--- src/rtl/cla_pipe_adder_pkg.sv ---
// cla_pipe_adder_pkg: shared ALU constants and the result flag bundle.
package cla_pipe_adder_pkg;
    localparam int NIBBLE_W = 4;

    typedef struct packed {
        logic c;
        logic v;
        logic z;
        logic n;
    } alu_flags_t;
endpackage

--- src/rtl/cla_pipe_adder_cla.sv ---
// carry_lookahead_unit: 4-bit lookahead producing per-bit carry-ins and the nibble carry-out.
module carry_lookahead_unit
    import cla_pipe_adder_pkg::*;
(
    input  logic [NIBBLE_W-1:0] g,
    input  logic [NIBBLE_W-1:0] p,
    input  logic                cin,
    output logic [NIBBLE_W-1:0] c,
    output logic                cout
);
    always_comb begin
        c[0] = cin;
        c[1] = g[0] | (p[0] & cin);
        c[2] = g[1] | (p[1] & g[0]) | (p[1] & p[0] & cin);
        c[3] = g[2] | (p[2] & g[1]) | (p[2] & p[1] & g[0]) | (p[2] & p[1] & p[0] & cin);
        cout = g[3] | (p[3] & g[2]) | (p[3] & p[2] & g[1]) | (p[3] & p[2] & p[1] & g[0])
             | (p[3] & p[2] & p[1] & p[0] & cin);
    end
endmodule

--- src/rtl/cla_pipe_adder.sv ---
// cla_pipe_adder: nibble-serial pipelined adder/subtractor, one lookahead nibble per stage.
module cla_pipe_adder
    import cla_pipe_adder_pkg::*;
#(
    parameter int NIBBLES = 2
) (
    input  logic                         clk,
    input  logic                         rst,
    input  logic                         in_valid,
    output logic                         in_ready,
    input  logic [NIBBLE_W*NIBBLES-1:0]  in_a,
    input  logic [NIBBLE_W*NIBBLES-1:0]  in_b,
    input  logic                         in_sub,
    input  logic                         in_cin,
    output logic                         out_valid,
    input  logic                         out_ready,
    output logic [NIBBLE_W*NIBBLES-1:0]  out_sum,
    output logic                         out_c,
    output logic                         out_v,
    output logic                         out_z,
    output logic                         out_n
);
    localparam int W = NIBBLE_W * NIBBLES;

    // Index s holds what stage s consumes; operands are pre-shifted so nibble s sits at [3:0].
    logic [W-1:0] a_s [NIBBLES];
    logic [W-1:0] b_s [NIBBLES];
    logic [W-1:0] sum_s [NIBBLES];
    logic         v_s [NIBBLES];
    logic         cy_s [NIBBLES];

    logic         adv, v_o, cy_o, c3_o;
    logic [W-1:0] sum_o;
    alu_flags_t   flags;

    assign adv      = ~v_o | out_ready;
    assign in_ready = adv;
    assign a_s[0]   = in_a;
    assign b_s[0]   = in_b ^ {W{in_sub}};
    assign sum_s[0] = '0;
    assign v_s[0]   = in_valid;
    assign cy_s[0]  = in_cin ^ in_sub;

    for (genvar s = 0; s < NIBBLES; s++) begin : g_st
        logic [NIBBLE_W-1:0] g, p, c;
        logic                cout;
        logic                v_d, v_q, cy_d, cy_q;
        logic [W-1:0]        sum_d, sum_q;

        assign g = a_s[s][NIBBLE_W-1:0] & b_s[s][NIBBLE_W-1:0];
        assign p = a_s[s][NIBBLE_W-1:0] ^ b_s[s][NIBBLE_W-1:0];

        carry_lookahead_unit u_cla (
            .g    (g),
            .p    (p),
            .cin  (cy_s[s]),
            .c    (c),
            .cout (cout)
        );

        always_comb begin
            v_d   = v_s[s];
            cy_d  = cout;
            sum_d = sum_s[s] | (W'(p ^ c) << (NIBBLE_W * s));
        end

        always_ff @(posedge clk) begin
            if (rst) begin
                v_q   <= 1'b0;
                cy_q  <= 1'b0;
                sum_q <= '0;
            end else if (adv) begin
                v_q   <= v_d;
                cy_q  <= cy_d;
                sum_q <= sum_d;
            end
        end

        if (s < NIBBLES - 1) begin : g_fwd
            logic [W-1:0] a_d, a_q, b_d, b_q;

            always_comb begin
                a_d = a_s[s] >> NIBBLE_W;
                b_d = b_s[s] >> NIBBLE_W;
            end

            always_ff @(posedge clk) begin
                if (rst) begin
                    a_q <= '0;
                    b_q <= '0;
                end else if (adv) begin
                    a_q <= a_d;
                    b_q <= b_d;
                end
            end

            assign a_s[s+1]   = a_q;
            assign b_s[s+1]   = b_q;
            assign sum_s[s+1] = sum_q;
            assign v_s[s+1]   = v_q;
            assign cy_s[s+1]  = cy_q;
        end else begin : g_out
            // Carry into the top bit is kept only here, where overflow is resolved.
            logic c3_d, c3_q;

            always_comb c3_d = c[NIBBLE_W-1];

            always_ff @(posedge clk) begin
                if (rst) c3_q <= 1'b0;
                else if (adv) c3_q <= c3_d;
            end

            assign v_o   = v_q;
            assign cy_o  = cy_q;
            assign c3_o  = c3_q;
            assign sum_o = sum_q;
        end
    end

    assign flags = '{c: cy_o, v: cy_o ^ c3_o, z: (sum_o == '0), n: sum_o[W-1]};

    assign out_valid = v_o;
    assign out_sum   = sum_o;
    assign out_c     = flags.c;
    assign out_v     = flags.v;
    assign out_z     = flags.z;
    assign out_n     = flags.n;
endmodule

--- config.mk ---
export PLATFORM = sky130hd
export DESIGN_NAME = cla_pipe_adder
export DESIGN_NICKNAME = d
export VERILOG_FILES = /design/src/rtl/cla_pipe_adder_pkg.sv /design/src/rtl/cla_pipe_adder_cla.sv /design/src/rtl/cla_pipe_adder.sv
export SDC_FILE = /design/constraint.sdc
export NUM_CORES = 1
export LEC_CHECK = 0
export BUFFER_PORTS_ARGS = -buffer_cell sky130_fd_sc_hd__buf_2
export CAP_MARGIN = 0
export CORE_MARGIN = 2
export CORE_UTILIZATION = 51
export CTS_CLUSTER_DIAMETER = 60
export DETAILED_ROUTE_END_ITERATION = 8
export PLACE_DENSITY = 0.8
export SYNTH_ARGS = -nofsm -noshare
export SYNTH_HDL_FRONTEND = slang
export SYNTH_SLANG_ARGS = --single-unit
--- constraint.sdc ---
create_clock -name clk -period 2.02 [get_ports clk]
set_input_delay 0.404 -clock clk [delete_from_list [all_inputs] [get_ports clk]]
set_output_delay 0.404 -clock clk [all_outputs]
set_load 0.1 [all_outputs]
# Yosys cells after proc, flatten, opt, wreduce, memory -nomap -nowiden
# Cells that the tools add are included.
dict set report op_classes {
  bitwise 64
  reduce_logical 1
}
# cell n
set op_table {}
lappend op_table {{$and 1x1->1} 32}
lappend op_table {{$or 1x1->1} 21}
lappend op_table {{$xor 4x4->4} 4}
lappend op_table {{$and 4x4->4} 2}
lappend op_table {{$logic_not 8->1} 1}
lappend op_table {{$or 8x8->8} 1}
lappend op_table {{$xor 8x8->8} 1}
lappend op_table {{$xor 1x1->1} 2}
lappend op_table {{$not 1->1} 1}
dict set report totals {
  out_inout_bits 14
  wordCells 74
  ff_bits 29
  input_bits 22
}

# Longest topological paths before layout
dict set report logic_depth {
  word_depth 7
  mapped_depth 7
  depth_no_buf 6
}

# By module
# A second synthesis with hierarchy kept.
dict set report hier_totals {
  hier_cells 139
  hier_area_um2 1313.8
}
# module instances area_each_um2 cells_each
set by_module_without_submodules {}
lappend by_module_without_submodules {cla_pipe_adder 1 1221.2 127}
lappend by_module_without_submodules {carry_lookahead_unit 2 46.3 6}

# Worst setup path before layout
# OpenSTA, ideal clock, no wires.
dict set report synth_path {
  kind {reg-to-output}
  startpoint {reg g_st[1].sum_q[3], in the netlist out_sum[3]}
  endpoint {out out_z}
  slack_ns -0.928
  stages_incl_launch_ff 3
  required_ns 1.616
  path_buffers 0
  arrival_ns 2.544
  path_cell_list {dfxtp_1 > or4_1 > nor2_1}
}
dict set report synth_via {
  elab_chain_cells 1
}
# item line
set synth_rtl {}
lappend synth_rtl {{from (decl)} cla_pipe_adder.sv:48} ;# logic [W-1:0] sum_d, sum_q;
lappend synth_rtl {{from (signal assigned)} cla_pipe_adder.sv:75} ;# sum_q <= sum_d;
lappend synth_rtl {{$logic_not 8->1} cla_pipe_adder.sv:120} ;# assign flags = '{c: cy_o, v: cy_o ^ c3_o, z: (sum_o == '0), n: sum_o[W-1]};
lappend synth_rtl {{to (decl)} cla_pipe_adder.sv:20} ;# output logic out_z,
# Every way passes these cells.

# Final worst setup path
dict set report layout_path {
  startpoint {reg g_st[1].sum_q[7], in the netlist out_sum[7]}
  endpoint {out out_z}
}
# The elaborated chain is that of the path after synthesis.

==> flow_summary.html <==
<table>
<tr><th>Metric</th><th>Value</th></tr>
<tr><th colspan="2">Clock tree</th></tr>
<tr><td>Post-CTS clock slew at the launch and capture registers of the worst setup and hold paths</td><td>between 100 and 150 ps</td></tr>
<tr><td>TritonCTS clock tree</td><td>yes</td></tr>
<tr><td>Clk_lat worst skew</td><td>320 ps</td></tr>
<tr><td>Post-CTS setup buffer count</td><td>0</td></tr>
<tr><td>Resized Gates After CTS</td><td>0</td></tr>
<tr><td>Hold bufs inserted after CTS</td><td>0</td></tr>
<tr><td>Total clock buffers created by CTS</td><td>3</td></tr>
<tr><td>Clock sink count</td><td>25</td></tr>
<tr><td>Maximum clock insertion buffer count</td><td>2</td></tr>
<tr><td>H-tree depth</td><td>1</td></tr>
<tr><td>Clock tree root driver cell</td><td>sky130_fd_sc_hd__clkbuf_4</td></tr>
<tr><th colspan="2">Yosys</th></tr>
<tr><td>Post-synthesis average cell area</td><td>between 8 and 9 sq um</td></tr>
<tr><td>Distinct cells, synth</td><td>34</td></tr>
<tr><td>Syn Nets</td><td>between 150 and 200</td></tr>
<tr><td>Fraction of synthesis flops using an asynchronous set or reset pin</td><td>0%</td></tr>
<tr><td>Post-synthesis instance area</td><td>1320 sq um</td></tr>
<tr><td>Count of warnings emitted by yosys</td><td>0</td></tr>
<tr><td>Flop and latch count out of synthesis</td><td>25</td></tr>
<tr><td>EDFF count, synth</td><td>0</td></tr>
<tr><td>Synth Flop Type</td><td>sky130_fd_sc_hd__dfxtp_1</td></tr>
<tr><td>Number of standard cells after synthesis</td><td>~150</td></tr>
<tr><td>Sequential-to-total area share from yosys stat</td><td>around 38%</td></tr>
<tr><th colspan="2">STA</th></tr>
<tr><td>Final worst path period share</td><td>between 90% and 100%</td></tr>
<tr><td>Number of failing hold endpoints at the final stage</td><td>0</td></tr>
<tr><td>Final critical-path required period</td><td>just under 2000 ps</td></tr>
<tr><td>Clk_skew</td><td>9.87 ps</td></tr>
<tr><td>Fmax achieved</td><td>just over 500 MHz</td></tr>
<tr><td>Unrepaired setup endpoints after global routing</td><td>false</td></tr>
<tr><td>Count of endpoints failing setup in the final report</td><td>0</td></tr>
<tr><td>Normalized max-slew margin</td><td>65.8%</td></tr>
<tr><td>Slew @ Worst Pin</td><td>between 500 and 600 ps</td></tr>
<tr><td>Final worst-path setup slack</td><td>between 60 and 70 ps</td></tr>
<tr><td>Hold WS</td><td>between 300 and 400 ps</td></tr>
<tr><td>Final Max Slew Viols</td><td>0</td></tr>
<tr><th colspan="2">Worst setup path</th></tr>
<tr><td>Destination of the worst register-to-register timing path</td><td>out_sum[7]$_SDFFE_PP0P_</td></tr>
<tr><td>Worst setup slack for register-to-register paths</td><td>370 ps</td></tr>
<tr><td>Cell family with the largest share of critical-path delay</td><td>simple AND/OR/NAND/NOR gates</td></tr>
<tr><td>Worst setup path startpoint</td><td>out_sum[7]$_SDFFE_PP0P_</td></tr>
<tr><td>Total buffers and inverters traversed by the critical path</td><td>1</td></tr>
<tr><td>Worst reg2reg startpoint</td><td>g_st[0].g_fwd.a_q[0]$_SDFFE_PP0P_</td></tr>
<tr><td>Required arrival time at the worst endpoint</td><td>between 1500 and 2000 ps</td></tr>
<tr><td>Type of the worst setup path</td><td>flop to output port</td></tr>
<tr><td>Cells along the critical path</td><td>or4_1, nor2_4, buf_12</td></tr>
<tr><td>Data arrival time of the worst path</td><td>1550 ps</td></tr>
<tr><td>Largest fanout on the critical path</td><td>4</td></tr>
<tr><td>CP startpoint kind</td><td>flop</td></tr>
<tr><td>Crit end category</td><td>output port</td></tr>
<tr><td>Worst stage delay on the critical path</td><td>570 ps</td></tr>
<tr><td>Number of gates on the worst path with buffers counted</td><td>3</td></tr>
<tr><td>Depth of the worst register-to-register path</td><td>5</td></tr>
<tr><td>Cell at the slowest stage of the critical path</td><td>sky130_fd_sc_hd__or4_1</td></tr>
<tr><td>Crit path to</td><td>out_z</td></tr>
<tr><th colspan="2">Final layout</th></tr>
<tr><td>Post-route cell area</td><td>around 1600 sq um</td></tr>
<tr><td>Most frequent cells in the layout</td><td>sky130_fd_sc_hd__buf_2, sky130_fd_sc_hd__nand2_1, sky130_fd_sc_hd__dfxtp_1, sky130_fd_sc_hd__a21oi_1</td></tr>
<tr><td>Number of fillers in the final layout</td><td>between 200 and 250</td></tr>
<tr><td>Total inserted antenna cells</td><td>0</td></tr>
<tr><td>Share of final-layout standard cells stronger than drive strength 1</td><td>roughly 30%</td></tr>
<tr><td>Area added between synthesis and finish</td><td>19.9%</td></tr>
<tr><td>Multi-input combinational cell area</td><td>between 700 and 800 sq um</td></tr>
<tr><td>Area taken by flip-flops and latches</td><td>around 510 sq um</td></tr>
<tr><td>Net count reported at finish</td><td>around 220</td></tr>
<tr><td>Leading cell type in the layout, fill and taps excluded</td><td>sky130_fd_sc_hd__buf_2</td></tr>
<tr><th colspan="2">Floorplan</th></tr>
<tr><td>Area of the die</td><td>3010 sq um</td></tr>
<tr><td>Horiz. Die Dim</td><td>roughly 55 microns</td></tr>
<tr><td>Std-Cell Rows</td><td>18</td></tr>
<tr><td>Area of the core</td><td>between 2000 and 2500 sq um</td></tr>
<tr><td>Starting density of the core</td><td>~54%</td></tr>
<tr><td>Die Y</td><td>54.9 microns</td></tr>
<tr><td>Top-Level Pins</td><td>36</td></tr>
<tr><th colspan="2">Routing</th></tr>
<tr><td>DRT Pass-1 Iters</td><td>4</td></tr>
<tr><td>Aggregate routed wire length</td><td>approximately 2500 microns</td></tr>
<tr><td>Iter 0 DRT Violations</td><td>4</td></tr>
<tr><td>Per-cell routed wire length</td><td>11.8 microns</td></tr>
<tr><td>DRT antenna net count</td><td>0</td></tr>
<tr><td>Via-to-Cell Ratio</td><td>roughly 5.2</td></tr>
<tr><td>DRC Markers</td><td>0</td></tr>
<tr><td>Vias after detailed routing</td><td>1122</td></tr>
<tr><th colspan="2">Power</th></tr>
<tr><td>Clock power share</td><td>16.3%</td></tr>
<tr><td>Comb pwr share</td><td>between 40 and 50%</td></tr>
<tr><td>Net switching power of the design</td><td>around 550 uW</td></tr>
<tr><td>Fraction of power spent switching nets</td><td>41.2%</td></tr>
<tr><td>Leakage power figure</td><td>between 0.7 and 0.8 nW</td></tr>
<tr><td>Worst IR drop on VDD</td><td>about 0.64 mV</td></tr>
<tr><td>Post-layout total power</td><td>1.34 mW</td></tr>
<tr><td>Total internal power</td><td>787 uW</td></tr>
<tr><td>Power density cells</td><td>roughly 850 nW/um^2</td></tr>
<tr><td>Share of total power in sequential cells</td><td>about 44%</td></tr>
<tr><th colspan="2">Global route</th></tr>
<tr><td>Aggregate global-route resource usage</td><td>about 18%</td></tr>
<tr><td>Total gr overflow</td><td>0</td></tr>
<tr><td>Largest net degree at the start of global routing</td><td>31</td></tr>
<tr><td>Wire length of the first global-routing pass</td><td>4020 microns</td></tr>
<tr><td>Antenna violations before repair</td><td>0</td></tr>
<tr><td>Number of global-route vias before repair</td><td>approximately 1000</td></tr>
<tr><th colspan="2">Placed design</th></tr>
<tr><td>Port buffer count</td><td>35</td></tr>
<tr><td>Hpwl dp</td><td>between 1500 and 2000 microns</td></tr>
<tr><td>Post-Place Setup Slack</td><td>124 ps</td></tr>
<tr><td>Post-Place Cell Area</td><td>approximately 1600 sq um</td></tr>
<tr><td>Routability Congestion</td><td>slightly above 0.8</td></tr>
<tr><th colspan="2">Min path</th></tr>
<tr><td>Path class of the lowest-slack min-delay path</td><td>input port to flop</td></tr>
<tr><th colspan="2">Outcome</th></tr>
<tr><td>Status</td><td>finished, final reports clean</td></tr>
<tr><th colspan="2">Run</th></tr>
<tr><td>Maximum capacitance violations</td><td>0</td></tr>
</table>
[worst min-delay path, delay by kind of cell]
| family | cells | cell delay, ps |
|---|---|---|
| buffers and inverters | 1 | 90 |
| and+or+nand+nor | 1 | 50 |
| AOI/OAI and AO/OA | 1 | 50 |
[flip-flops by register name, summed over array words and instances, names as in the netlist]
| name | flops |
|---|---|
| g_st.sum_q | 4 |
| c3_o | 1 |
| g_st.v_q | 1 |
| out_valid | 1 |
| g_st.cy_q | 1 |
| g_st.g_fwd.b_q | 4 |
| g_st.g_fwd.a_q | 4 |
| out_sum | 8 |
| out_c | 1 |
[cell type report]
| class | instances | share of cell area (%) |
|---|---|---|
| Inverter | 7 | 1.66 |
| Clock buffer | 4 | 1.66 |
| Multi-Input combinational cell | 109 | 48.1 |
| Sequential cell | 25 | 32.3 |
| Timing Repair Buffer | 39 | 13.9 |
| Tap cell | 30 | 2.37 |
[power by group through the flow]
stage	clock (mW)	combinational [mW]	sequential, mW
2_1_floorplan	0	0.282	0.743
3_5_place_dp	0	0.539	0.594
5_1_grt	0.239	0.575	0.590
6_report	0.219	0.538	0.582
3_3_place_gp	0	0.528	0.591
4_1_cts	0.222	0.540	0.583
[logic make-up after synthesis]
kind of cell    share of synthesized area (%)
fa+ha+maj                                11.6
buf+inv                                  6.35
simple gates                             17.7
compound gates                           17.9
xor+xnor                                 8.53
flops                                    37.9
[layer usage]
metal | routed length, microns | part of all wire [%] | global-route usage, % | vias to the layer above
li1 | - | - | - | 584
met1 | 1240 | 49 | 24.0 | 506
met2 | 1150 | 45 | 29.8 | 28
met3 | 93 | 3.7 | 1.64 | 4
met4 | 45 | 1.8 | 10.4 | 0
met5 | 0 | 0 | 0 | -
[how the worst min path moves through the flow]
stage,start,to,slack (ps),cells after the start
final,in_a[6],g_st[0].g_fwd.a_q[2]$_SDFFE_PP0P_,310,3
after floorplan,g_st[0].sum_q[3]$_SDFFE_PP0P_,out_sum[3]$_SDFFE_PP0P_,430,2
after global placement,g_st[0].v_q$_SDFFE_PP0P_,g_st[0].v_q$_SDFFE_PP0P_,440,2
after CTS,in_a[6],g_st[0].g_fwd.a_q[2]$_SDFFE_PP0P_,310,3
after detailed placement,out_sum[1]$_SDFFE_PP0P_,out_sum[1]$_SDFFE_PP0P_,450,2
after global routing,in_a[6],g_st[0].g_fwd.a_q[2]$_SDFFE_PP0P_,310,3
[Yosys cell counts, types with 3 or more instances]
master / count / share of area, %
sky130_fd_sc_hd__buf_2: 4 / 1.5
sky130_fd_sc_hd__nand2_1: 27 / 7.7
sky130_fd_sc_hd__a211oi_1: 8 / 4.5
sky130_fd_sc_hd__ha_1: 9 / 8.5
sky130_fd_sc_hd__clkbuf_1: 4 / 1.1
sky130_fd_sc_hd__or4_1: 3 / 1.7
sky130_fd_sc_hd__inv_1: 6 / 1.7
sky130_fd_sc_hd__a21oi_1: 14 / 5.3
sky130_fd_sc_hd__xnor2_1: 5 / 3.3
sky130_fd_sc_hd__xor2_1: 6 / 4.0
sky130_fd_sc_hd__dfxtp_1: 25 / 38
sky130_fd_sc_hd__nor3_1: 3 / 1.1
sky130_fd_sc_hd__nor2_1: 10 / 2.8
[stage by stage]
step	util, %	std cells	setup TNS [ps]
2_1_floorplan	-	152	-124
3_3_place_gp	63.4	210	0
3_5_place_dp	63.4	210	0
4_1_cts	64.5	214	0
5_1_grt	64.5	214	0
6_report	64.5	214	0
No activity file was read; power rests on OpenSTA's default activity.
